`src/rtl/taitosj_pf_shifter.sv`:
```
// Three-layer playfield serializer: per-layer staging registers feed 8-bit parallel-in shifters.
// Optional macro TAITOSJ_PF_UNDERRUN_EN: zero-fill on empty load plus sticky UNDERRUN flags.
module taitosj_pf_shifter (
  input  logic       clkm_6MHZ,
  input  logic       RESET_n,
  input  logic       HINV,
  input  logic       BLANK,
  input  logic       SN1LD,
  input  logic       SN2LD,
  input  logic       SN3LD,
  input  logic       ST_WE,
  input  logic [1:0] ST_LAYER,
  input  logic [1:0] ST_PLANE,
  input  logic [7:0] ST_D,
  input  logic       UNDER_CLR,
  output logic [5:0] PF1_PIX,
  output logic [5:0] PF2_PIX,
  output logic [5:0] PF3_PIX,
  output logic [2:0] PF_OPAQUE,
  output logic [2:0] UNDERRUN,
  output logic [2:0] ST_FULL
);

  logic [2:0] ld_n;
  logic [2:0] full_w;
  logic [2:0] under_w;
  logic [2:0] opaque_w;
  logic [5:0] pix_w [3];

  assign ld_n = {SN3LD, SN2LD, SN1LD};

  genvar gi;
  generate
    for (gi = 0; gi < 3; gi++) begin : g_layer
      logic [7:0] stg_p0_q, stg_p1_q, stg_p2_q;
      logic [7:0] stg_p0_d, stg_p1_d, stg_p2_d;
      logic [2:0] stg_col_q, stg_col_d;
      logic       full_q, full_d;
      logic [7:0] sh_p0_q, sh_p1_q, sh_p2_q;
      logic [7:0] sh_p0_d, sh_p1_d, sh_p2_d;
      logic [2:0] sh_col_q, sh_col_d;
      logic       under_q, under_d;
      logic       wr_sel;
      logic       load;
      logic       take;
      logic [2:0] pix;

      assign wr_sel = ST_WE && (ST_LAYER == 2'(gi));
      assign load   = ~ld_n[gi];

`ifdef TAITOSJ_PF_UNDERRUN_EN
      assign take = full_q;
`else
      // Empty loads still copy staging, so the previous tile repeats.
      assign take = 1'b1;
`endif

      // Staging side: the fetch sequencer writes plane 2 last, which marks the tile ready.
      always_comb begin
        stg_p0_d  = stg_p0_q;
        stg_p1_d  = stg_p1_q;
        stg_p2_d  = stg_p2_q;
        stg_col_d = stg_col_q;
        full_d    = full_q;
        if (load) begin
          full_d = 1'b0;
        end
        if (wr_sel) begin
          case (ST_PLANE)
            2'd0: stg_p0_d = ST_D;
            2'd1: stg_p1_d = ST_D;
            2'd2: begin
              stg_p2_d = ST_D;
              full_d   = 1'b1;
            end
            default: stg_col_d = ST_D[2:0];
          endcase
        end
      end

      // Shifter side: loads always see the pre-edge staging contents.
      always_comb begin
        sh_p0_d  = sh_p0_q;
        sh_p1_d  = sh_p1_q;
        sh_p2_d  = sh_p2_q;
        sh_col_d = sh_col_q;
        if (load) begin
          if (take) begin
            sh_p0_d  = stg_p0_q;
            sh_p1_d  = stg_p1_q;
            sh_p2_d  = stg_p2_q;
            sh_col_d = stg_col_q;
          end else begin
            sh_p0_d = 8'h00;
            sh_p1_d = 8'h00;
            sh_p2_d = 8'h00;
          end
        end else if (HINV) begin
          sh_p0_d = {1'b0, sh_p0_q[7:1]};
          sh_p1_d = {1'b0, sh_p1_q[7:1]};
          sh_p2_d = {1'b0, sh_p2_q[7:1]};
        end else begin
          sh_p0_d = {sh_p0_q[6:0], 1'b0};
          sh_p1_d = {sh_p1_q[6:0], 1'b0};
          sh_p2_d = {sh_p2_q[6:0], 1'b0};
        end
      end

`ifdef TAITOSJ_PF_UNDERRUN_EN
      // A fresh underrun outranks a simultaneous clear.
      always_comb begin
        under_d = under_q;
        if (UNDER_CLR) begin
          under_d = 1'b0;
        end
        if (load && !full_q) begin
          under_d = 1'b1;
        end
      end
`else
      logic unused_clr;
      assign unused_clr = UNDER_CLR;
      assign under_d    = 1'b0;
`endif

      always_ff @(posedge clkm_6MHZ) begin
        if (!RESET_n) begin
          stg_p0_q  <= 8'h00;
          stg_p1_q  <= 8'h00;
          stg_p2_q  <= 8'h00;
          stg_col_q <= 3'd0;
          full_q    <= 1'b0;
          sh_p0_q   <= 8'h00;
          sh_p1_q   <= 8'h00;
          sh_p2_q   <= 8'h00;
          sh_col_q  <= 3'd0;
          under_q   <= 1'b0;
        end else begin
          stg_p0_q  <= stg_p0_d;
          stg_p1_q  <= stg_p1_d;
          stg_p2_q  <= stg_p2_d;
          stg_col_q <= stg_col_d;
          full_q    <= full_d;
          sh_p0_q   <= sh_p0_d;
          sh_p1_q   <= sh_p1_d;
          sh_p2_q   <= sh_p2_d;
          sh_col_q  <= sh_col_d;
          under_q   <= under_d;
        end
      end

      // Output tap follows HINV immediately; shifter contents are never re-ordered.
      assign pix = HINV ? {sh_p2_q[0], sh_p1_q[0], sh_p0_q[0]}
                        : {sh_p2_q[7], sh_p1_q[7], sh_p0_q[7]};

      assign pix_w[gi]    = BLANK ? 6'd0 : {sh_col_q, pix};
      assign opaque_w[gi] = !BLANK && (pix != 3'd0);
      assign full_w[gi]   = full_q;
      assign under_w[gi]  = under_q;
    end
  endgenerate

  assign PF1_PIX   = pix_w[0];
  assign PF2_PIX   = pix_w[1];
  assign PF3_PIX   = pix_w[2];
  assign PF_OPAQUE = opaque_w;
  assign ST_FULL   = full_w;
  assign UNDERRUN  = under_w;

endmodule

```
`config.mk`:
```
export PLATFORM = sky130hd
export DESIGN_NAME = taitosj_pf_shifter
export DESIGN_NICKNAME = d
export VERILOG_FILES = /design/src/rtl/taitosj_pf_shifter.sv
export SDC_FILE = /design/constraint.sdc
export NUM_CORES = 1
export LEC_CHECK = 0
export BUFFER_PORTS_ARGS = -buffer_cell sky130_fd_sc_hd__buf_2
export CELL_PAD_IN_SITES_DETAIL_PLACEMENT = 0
export CELL_PAD_IN_SITES_GLOBAL_PLACEMENT = 1
export CORE_AREA = 2 2 135 137
export DETAILED_ROUTE_END_ITERATION = 16
export DIE_AREA = 0 0 137 139
export GPL_TIMING_DRIVEN = 0
export PLACE_DENSITY_LB_ADDON = 0.1
export SYNTH_ARGS = -nofsm -noshare
export SYNTH_HDL_FRONTEND = slang
export SYNTH_SLANG_ARGS = --single-unit
```
`constraint.sdc`:
```
create_clock -name clkm_6MHZ -period 3.5 [get_ports clkm_6MHZ]
set_input_delay 0.7 -clock clkm_6MHZ [delete_from_list [all_inputs] [get_ports clkm_6MHZ]]
set_output_delay 0.7 -clock clkm_6MHZ [all_outputs]
set_load 0.05 [all_outputs]
```
### Word level (Yosys, flattened, before mapping)

Index checks and enable logic that the tools add are counted.
W data, S select, Z words.

* flip-flop bits (word level): 165
* input port bits: 21
* output and inout bits: 27
* word-level logic and storage cells: 90

* eq/ne operators: 4
* multiplexer cells: 33
* bitwise operators: 1
* reductions and logical operators: 25

Operator list (number)
* $mux W8: 18
* $reduce_and A2 Y1: 12
* $mux W6: 3
* $mux W1: 9
* $mux W3: 3
* $reduce_bool A3 Y1: 3
* $logic_and A1 B1 Y1: 6
* $eq A2 B1 Y1 const B: 2
* $eq A2 B2 Y1 const B: 2
* $logic_not A2 Y1: 2
* $reduce_or A3 Y1: 1
* $logic_not A1 Y1: 1
* $not A1 Y1: 1

### Depth between registers and ports, before layout

* depth after elaboration: 4
* mapped depth: 5
* mapped depth without buffers: 3

### Least setup slack after synthesis

OpenSTA, ideal clock, no wires.

* path type: in2out
* from: input HINV
* to: output PF_OPAQUE[0]
* data arrival time: 2089 ps
* required time: 2800 ps
* slack: 711 ps
* cell stages on the path: 4
* buffers on the path: 2
* cells stage by stage: buf_2 -> buf_4 -> mux2i_1 -> a31oi_1

* longest elaborated chain between the ends: 3

RTL lines
* start, declared: RTL line 6 `input logic HINV,`
* $mux W3: RTL line 153 `assign pix = HINV ? {sh_p2_q[0], sh_p1_q[0], sh_p0_q[0]}`
* $reduce_bool A3 Y1: RTL line 157 `assign opaque_w[gi] = !BLANK && (pix != 3'd0);`
* $logic_and A1 B1 Y1: RTL line 157
* end, declared: RTL line 19 `output logic [2:0] PF_OPAQUE,`

No other way between the ends.

### Worst setup path after layout

* from: input HINV
* to: output PF_OPAQUE[2]

The elaborated chain is that of the path after synthesis.

==> reports/results.ini <==
[sta]
maxSlewViolCount = 0
worst_slack_ns = 0.534
worst_slew_pin_slew_ns = 0.868
fmax_mhz = 337
finalCriticalPeriod_ns = 2.97
slew_headroom_pct = 42.1
setup_violations = 0
hold_viol = 0
tns_ns = 0
skew_ns = 0.00640
fin_crit_sh_pct = 84.7
rsz0062_at_grt = false

[detailed_routing]
vias = 4966
vias_per_cell = 5.02
dr.pass1.iters = 5
routedWlPerCell_um = 18.9
dr.first_iter.drc_count = 236
wirelength_mm = 18.7
drc = 0
drtAntennaViolNets = 0

[setup_path]
end_kind = primary output
slowest_stage = buf_2
start_kind = input port
path_class = in -> out
required_ns = 2.80
critPathMaxStageDelay_ns = 0.40
cp_cell_sequence = buf_2 -> buf_2 -> buf_2 -> mux2i_1 -> a31oi_1 -> buf_2
arrival_ns = 2.27
crit_path_frequent_cell = buf_2
crit_path_max_fanout = 10

[grt]
antenna_found_initial = 0
grt.overflow.total = 0
grt_pass1_wl_mm = 28.9
grt_pass1_vias = 5021
grt_max_degree = 17
grt_use_total_pct = 20.5

[placement]
hpwlAfterDp_mm = 13.0
post_dp_cell_area_mm2 = 0.00744
routabilityCongestion = 0.755
io_buffers = 42
place_ws_ns = 0.507

[cts]
cts_tree = yes
cts_made_buffers = 17
path_clk_slew_ns = 0.06
post_cts_resize_count = 0
root_buffer = clkbuf_16
htreeDepth = 4
cts.sinks = 165
ctsLongestPathBuffers = 2
postCtsHoldBufs = 0
cts_setup_buffers = 0
clk_latency_ns = 0.42

[yosys]
synth_top_cell_by_area = dfxtp_1
synth-seq-cells = 165
netlist_instances = 685
ys_seq_area_share_pct = 47.6
synth_top_area_share_pct = 47.6
ys_types = 24
netlist_area_mm2 = 0.00694
synth_top_cells_by_area = dfxtp_1 (48%), mux2i_1 (22%), nand2_1 (7.8%), o211a_1 (7.8%), nor2b_1 (3.5%)
syn_avg_cell_area_um2 = 10.1
yosysWarnings = 0

[floorplanning]
io_pins = 48
dieHeight_um = 139
start_util_pct = 39.3
core_mm2 = 0.0177
rows = 49
die_area_mm2 = 0.0190
die_x_um = 137

[pwr]
leakage_nw = 4.04
power_density_mw_per_mm2 = 530
vdd_drop_max_mv = 0.357

[run_status]
status = complete, no violations

[final_layout]
antenna_cells = 0
syn2layout_area_growth_pct = 16.4
fill_cells = 1748
seq_area_mm2 = 0.00330
drive_gt1_share_pct = 15.0
multi_input_area_mm2 = 0.00334
fin_nets = 769
final_area_mm2 = 0.00808

[hold_path]
min_path_type = reg -> reg

[run]
maxCapViolations = 0

==> metal layers <==
metal	global-route usage (%)	vias up	wire, um
met5	0	-	0
met4	4.50	0	164
met3	4.50	14	493
met2	32.2	74	8730
met1	28.7	2415	9340
li1	-	2463	-
==> where the power goes <==
group | switching, W | leakage (nW) | internal [W]
clock network | 0.000768 | 0.306 | 0.00123
registers | 0.0000282 | 1.34 | 0.00193
logic | 0.000208 | 2.39 | 0.000117
total | 0.00100 | 4.04 | 0.00328
==> placed cells by master (no fill, tap or decap) <==
cell type and instances:
clkbuf_1 16, nand2b_1 16, bufinv_16 4, clkbuf_8 2, clkinv_4 2, mux2i_1 153, clkbuf_16 17, nor2b_1 39
buf_2 58, nor3b_4 1, conb_1 3, nor2_4 4, nand3_1 10, a21boi_1 1, buf_1 9, o211a_1 54
clkinvlp_4 2, a21boi_0 9, nand2_1 144, a21oi_1 9, a31oi_1 3, dfxtp_1 165, buf_4 15, inv_6 1
and2_1 2, clkinv_2 3, buf_6 2, nor2_1 12, nand3b_4 2, nand2_2 1, o21a_1 2
==> synthesized netlist by cell type (all sizes together) <==
master and n:
dfxtp 165, nand2 145, a21boi 10, nand3b 2, nor2b 39, o211a 54
a21oi 9, mux2i 153, buf 42, clkbuf 15, o21a 2, nor2 16
conb 1, nand2b 16, a31oi 3, and2 2, nor3b 1, nand3 10
==> flip-flops by register name, indices dropped and copies added, names as in the netlist, 9 cells and up <==
signal	cells
g_layer.stg_col_q	9
g_layer.sh_p1_q	24
g_layer.sh_p2_q	24
g_layer.stg_p0_q	24
g_layer.sh_col_q	9
g_layer.sh_p0_q	24
g_layer.stg_p1_q	24
g_layer.stg_p2_q	24
==> critical path: cells and delay by family <==
family / cells / cell delay (ns)
compound gates: 1 / 0.11
mux: 1 / 0.33
buf+inv: 4 / 1.12
==> per-stage QoR <==
step | util (%) | total power [W] | hold WS (ns) | std cells
after floorplan | - | 0.00221 | 0.430 | 687
after global placement | 42.2 | 0.00232 | 0.442 | 958
after detailed placement | 42.2 | 0.00232 | 0.449 | 958
after CTS | 45.7 | 0.00431 | 0.459 | 990
after global routing | 45.7 | 0.00443 | 0.476 | 990
final | 45.7 | 0.00428 | 0.455 | 990
==> cell families (layout without fill, tap and decap cells) <==
group / count (synthesis) / in the layout / synth area share, %
mux: 153 / 153 / 22.1
flops: 165 / 165 / 47.6
buf+inv: 57 / 131 / 4.40
other cells: 1 / 3 / 0.0540
compound gates: 78 / 78 / 10.0
simple gates: 231 / 231 / 15.9
==> path summary, 6_finish.rpt <==
path              slack, ns                    from                endpoint  depth (start not counted)
setup / recovery       0.53                    HINV            PF_OPAQUE[2]                          6
hold reg to reg        0.46  g_layer[2].stg_p0_q[7]  g_layer[2].stg_p0_q[7]                          2
hold / removal         0.46  g_layer[2].stg_p0_q[7]  g_layer[2].stg_p0_q[7]                          2
setup reg to reg       2.70   g_layer[0].sh_p0_q[6]   g_layer[0].sh_p0_q[5]                          3
==> layout make-up <==
class                   instances  area share (%)
clock buffers                  20            5.65
well taps                     229            3.55
clock inverters                12            2.18
multi-input cells             465            41.3
plain buffers                  57            3.78
flip-flops and latches        165            40.9
repair buffers                 42            2.60
Power figures use the tool's default switching activity.
